## src/rtl/mem_bus_ctrl.sv

```systemverilog
// Memory/IO bus controller: multi-cycle accesses from the CPU FSM to a synchronous RAM,
// a write-only LED register and a read-only switch port, with a one-cycle completion pulse.
module mem_bus_ctrl #(
    parameter int unsigned ADDR_W    = 9,
    parameter int unsigned DATA_W    = 16,
    parameter int unsigned RAM_DEPTH = 256,
    parameter int unsigned RAM_WAIT  = 1,
    parameter logic [ADDR_W-1:0] LED_ADDR = 9'h100,
    parameter logic [ADDR_W-1:0] SW_ADDR  = 9'h140
) (
    input  logic              clk,
    input  logic              reset,
    input  logic [1:0]        mem_cmd,
    input  logic [ADDR_W-1:0] mem_addr,
    input  logic [DATA_W-1:0] write_data,
    output logic [DATA_W-1:0] read_data,
    output logic              mem_ready,
    output logic              mem_busy,
    output logic              bus_err,
    output logic [7:0]        ram_addr,
    output logic [DATA_W-1:0] ram_din,
    output logic              ram_we,
    input  logic [DATA_W-1:0] ram_dout,
    input  logic [7:0]        sw,
    output logic [7:0]        ledr
);

    typedef enum logic [1:0] {
        S_IDLE,
        S_ACCESS,
        S_DONE
    } state_t;

    localparam logic [ADDR_W:0] LP_RAM_LIM = RAM_DEPTH[ADDR_W:0];
    localparam logic [3:0]      LP_WAIT    = RAM_WAIT[3:0];

    state_t              r_state;
    state_t              w_next;
    logic [3:0]          r_cnt;
    logic                r_is_wr;
    logic [DATA_W-1:0]   r_read_data;
    logic                r_bus_err;
    logic [7:0]          r_ram_addr;
    logic [DATA_W-1:0]   r_ram_din;
    logic [7:0]          r_ledr;

    logic                w_rd;
    logic                w_wr;
    logic                w_accept;
    logic                w_in_ram;
    logic                w_led_hit;
    logic                w_sw_hit;

    always_comb begin
        w_rd      = (mem_cmd == 2'b01);
        w_wr      = (mem_cmd == 2'b10);
        w_accept  = (r_state == S_IDLE) && (w_rd || w_wr);
        w_in_ram  = ({1'b0, mem_addr} < LP_RAM_LIM);
        w_led_hit = w_wr && (mem_addr == LED_ADDR);
        w_sw_hit  = w_rd && (mem_addr == SW_ADDR);
    end

    // Handshake outputs come from registered state only, so mem_cmd never reaches mem_ready.
    always_comb begin
        w_next    = r_state;
        mem_busy  = (r_state != S_IDLE);
        mem_ready = 1'b0;
        ram_we    = 1'b0;
        case (r_state)
            S_IDLE: begin
                if (w_accept) begin
                    w_next = w_in_ram ? S_ACCESS : S_DONE;
                end
            end
            S_ACCESS: begin
                if (r_cnt == 4'd0) begin
                    ram_we = r_is_wr;
                    w_next = S_DONE;
                end
            end
            S_DONE: begin
                mem_ready = 1'b1;
                w_next    = S_IDLE;
            end
            default: w_next = S_IDLE;
        endcase
    end

    always_ff @(posedge clk or posedge reset) begin
        if (reset) begin
            r_state     <= S_IDLE;
            r_cnt       <= '0;
            r_is_wr     <= 1'b0;
            r_read_data <= '0;
            r_bus_err   <= 1'b0;
            r_ram_addr  <= '0;
            r_ram_din   <= '0;
            r_ledr      <= '0;
        end else begin
            r_state <= w_next;
            case (r_state)
                S_IDLE: begin
                    if (w_accept) begin
                        r_is_wr    <= w_wr;
                        r_ram_addr <= mem_addr[7:0];
                        r_ram_din  <= write_data;
                        if (w_in_ram) begin
                            r_cnt <= LP_WAIT;
                        end else if (w_led_hit) begin
                            r_ledr <= write_data[7:0];
                        end else if (w_sw_hit) begin
                            r_read_data <= {{(DATA_W-8){1'b0}}, sw};
                        end else begin
                            r_bus_err <= 1'b1;
                            if (w_rd) begin
                                r_read_data <= '0;
                            end
                        end
                    end
                end
                S_ACCESS: begin
                    if (r_cnt != 4'd0) begin
                        r_cnt <= r_cnt - 4'd1;
                    end else if (!r_is_wr) begin
                        r_read_data <= ram_dout;
                    end
                end
                default: ;
            endcase
        end
    end

    assign read_data = r_read_data;
    assign bus_err   = r_bus_err;
    assign ram_addr  = r_ram_addr;
    assign ram_din   = r_ram_din;
    assign ledr      = r_ledr;

endmodule

```

## config.mk

```make
export PLATFORM = sky130hd
export DESIGN_NAME = mem_bus_ctrl
export DESIGN_NICKNAME = d
export VERILOG_FILES = /design/src/rtl/mem_bus_ctrl.sv
export SDC_FILE = /design/constraint.sdc
export NUM_CORES = 1
export LEC_CHECK = 0
export ABC_CLOCK_PERIOD_IN_PS = 2300
export BUFFER_PORTS_ARGS = -buffer_cell sky130_fd_sc_hd__buf_4
export CORE_MARGIN = 4
export CORE_UTILIZATION = 45
export DETAILED_ROUTE_END_ITERATION = 8
export PLACE_DENSITY = 0.86
export SLEW_MARGIN = 20
export SYNTH_ARGS = -nofsm -noshare
export SYNTH_HDL_FRONTEND = slang
export SYNTH_SLANG_ARGS = --single-unit
```

## constraint.sdc

```tcl
create_clock -name clk -period 2.3 [get_ports clk]
set_input_delay 0.46 -clock clk [delete_from_list [all_inputs] [get_ports clk]]
set_output_delay 0.46 -clock clk [all_outputs]
set_load 0.02 [all_outputs]
```

==> flow_metrics.env <==
export IMPL_setup_tns_ns=0
export IMPL_cp_required_ns=1.84
export IMPL_rsz0062_at_grt="false"
export IMPL_fin_crit_sh=0.896
export IMPL_synth_top_cell_area_share=0.567
export IMPL_ys_async_sr_fraction=1.00
export IMPL_die_h_um=82.1
export IMPL_clock_fmax_mhz=485
export IMPL_syn_to_final_growth_pct=39.4
export IMPL_ys_types=37
export IMPL_via_count=1820
export IMPL_routabilityCongestion=0.757
export IMPL_synth_edff_count=0
export IMPL_drive_above_1_share=0.574
export IMPL_hold_path_class="input port to async pin"
export IMPL_crit_type="flip-flop to output port"
export IMPL_mostFrequentLayoutCells="buf_4 (108), dfrtp_1 (56), mux2_2 (39), inv_1 (12), nand2_1 (10)"
export IMPL_yosysSeqAreaShare=0.567
export IMPL_cts_hold_buffers=0
export IMPL_rrSetupSlack_ns=0.46
export IMPL_drt_iter0_markers=80
export IMPL_io_buffers=104
export IMPL_dieArea_sq_um=6740
export IMPL_grt_overflow_total=0
export IMPL_post_cts_buffers=0
export IMPL_wl_per_cell_um=15.4
export IMPL_seqPwrFrac=0.380
export IMPL_start_util=0.475
export IMPL_synth_top_area_cell="dfrtp_1"
export IMPL_yosys_warnings=0
export IMPL_antenna_found_initial=0
export IMPL_vdd_ir_drop_max_v=0.000760
export IMPL_min_period_ns=2.06
export IMPL_cp_data_arrival_time_ns=1.60
export IMPL_ios=105
export IMPL_syn_area_per_cell_sq_um=13.6
export IMPL_setup_viol=0
export IMPL_p_clk_frac=0.131
export IMPL_powerDensity_nw_per_um2=1250
export IMPL_htreeDepth=2
export IMPL_finClkSkew_ns=0.00303
export IMPL_netlist_top_cells_area="dfrtp_1 (57%), mux2_2 (18%), mux2i_1 (3.2%), a22o_1 (2.8%), ha_1 (2.0%)"
export IMPL_die_w_um=82.1
export IMPL_coreArea_sq_um=5200
export IMPL_cp_max_fo=4
export IMPL_antenna_left=0
export IMPL_root_buffer="clkbuf_8"
export IMPL_path_clk_slew_ns=0.09
export IMPL_nets=348
export IMPL_numCtsBuffers=5
export IMPL_hold_viol_final=0
export IMPL_clock_path_buffers=2
export IMPL_power_switching_uw=1590
export IMPL_grt_max_degree=34
export IMPL_avgViaCountPerCell=5.04
export IMPL_fill_cells=411
export IMPL_fin_ws_ns=0.238
export IMPL_hpwlAfterDp_mm=4.26
export IMPL_cts_tree="built"
export IMPL_grt_pass1_wl_mm=8.63
export IMPL_synth_ff_type="dfrtp_1"
export IMPL_post_place_ws_ns=0.132
export IMPL_rows=26
export IMPL_drcViolationCount=0
export IMPL_netSwitchingFraction=0.371
export IMPL_slew_viol_final=0
export IMPL_n_antenna_cell=0
export IMPL_firstDrtPassIters=4
export IMPL_syn_nets=239
export IMPL_tightest_slew_ns=0.563
export IMPL_syn_cell_area_sq_um=2470
export IMPL_grt_usage=0.166
export IMPL_final_common_cell="buf_4"
export IMPL_status="finished, final reports clean"
export IMPL_drv_cap=0
export IMPL_synth_seq_cells=56
export IMPL_critPathCaptureType="output port"
export IMPL_p_int_uw=2700
export IMPL_grt_pass1_vias=1939
export IMPL_cts_sink_count=56
export IMPL_insertion_delay_ns=0.30
export IMPL_routed_wl_mm=5.54
export IMPL_comb_power_share=0.488
export IMPL_cts_resized=0
export IMPL_power_leakage_uw=0.00178
export IMPL_synthCells=182
export IMPL_critPathLaunchType="flip-flop"
export IMPL_slew_headroom=0.621
-- routing by layer --
| layer | share of wire | global-route usage |
|---|---|---|
| met4 | 0.014 | 0.0515 |
| met1 | 0.41 | 0.198 |
| met2 | 0.49 | 0.288 |
| met3 | 0.087 | 0.0477 |
| met5 | 0 | 0 |
-- worst max-delay path, stage by stage, from the launching register on --
cell and delay, ns:
dfrtp_1 0.42, inv_1 0.09, ha_1 0.16, nor3b_2 0.26, and3_1 0.22, buf_4 0.14
-- Yosys cell counts, drive strengths merged, types with 2 or more instances --
cell type,instances
nor2b,2
nor3,2
nor4,2
nand3,3
and2,2
nand2,10
a22o,8
o21ai,2
clkbuf,2
nor2,3
mux2i,8
buf,5
inv,13
dfrtp,56
and4b,2
mux2,41
ha,4
-- stage by stage --
stage | cells | utilization | instance area, sq um | hold WS (ns) | power (uW)
2_1_floorplan | 182 | - | 2470 | 0.486 | 2910
3_5_place_dp | 354 | 0.643 | 3350 | 0.495 | 3770
5_1_grt | 361 | 0.662 | 3450 | 0.217 | 4570
6_report | 361 | 0.662 | 3450 | 0.192 | 4290
3_3_place_gp | 354 | 0.643 | 3350 | 0.489 | 3700
4_1_cts | 361 | 0.661 | 3440 | 0.204 | 4340
-- path summary, 6_finish.rpt --
| kind | from | to | cells after the start |
|---|---|---|---|
| max in group asynchronous | reset | ram_din[10] | 3 |
| min in group clk | write_data[10] | ram_din[10] | 2 |
| worst min-delay path | reset | read_data[7] | 2 |
| worst max-delay path | r_cnt[0] | ram_we | 5 |
| worst max register to register | r_cnt[0] | read_data[1] | 7 |
| worst min register to register | bus_err | bus_err | 1 |
-- logic make-up after synthesis --
| logic type | Yosys count | synth area share |
|---|---|---|
| muxes | 49 | 0.222 |
| buffers and inverters | 20 | 0.0380 |
| AOI/OAI and AO/OA | 15 | 0.0506 |
| adders and majority gates | 4 | 0.0202 |
| DFF | 56 | 0.567 |
| and+or+nand+nor | 36 | 0.0951 |
| xor gates and xnor gates | 2 | 0.00709 |
-- sequential cells by signal, summed over array words and instances, names as in the netlist --
signal     count
read_data     16
r_is_wr        1
r_state        2
bus_err        1
ledr           8
r_cnt          4
ram_din       16
ram_addr       8
-- power groups by stage --
stage	logic, uW	registers, uW	clock network, uW
finish	2100	1630	564
global route	2260	1680	625
CTS	2120	1630	584
detailed placement	2120	1650	0
global placement	2070	1630	0
floorplan	888	2020	0
-- cell type report --
type,instances,area (sq um),area share
inverter,13,48.8,0.0142
tap,70,87.6,0.0254
clock buffer,7,96.3,0.0279
multi-input combinational,106,982,0.285
sequential,56,1400,0.407
timing repair buffer,109,831,0.241
Note: power is estimated with default switching activity, not from simulation.
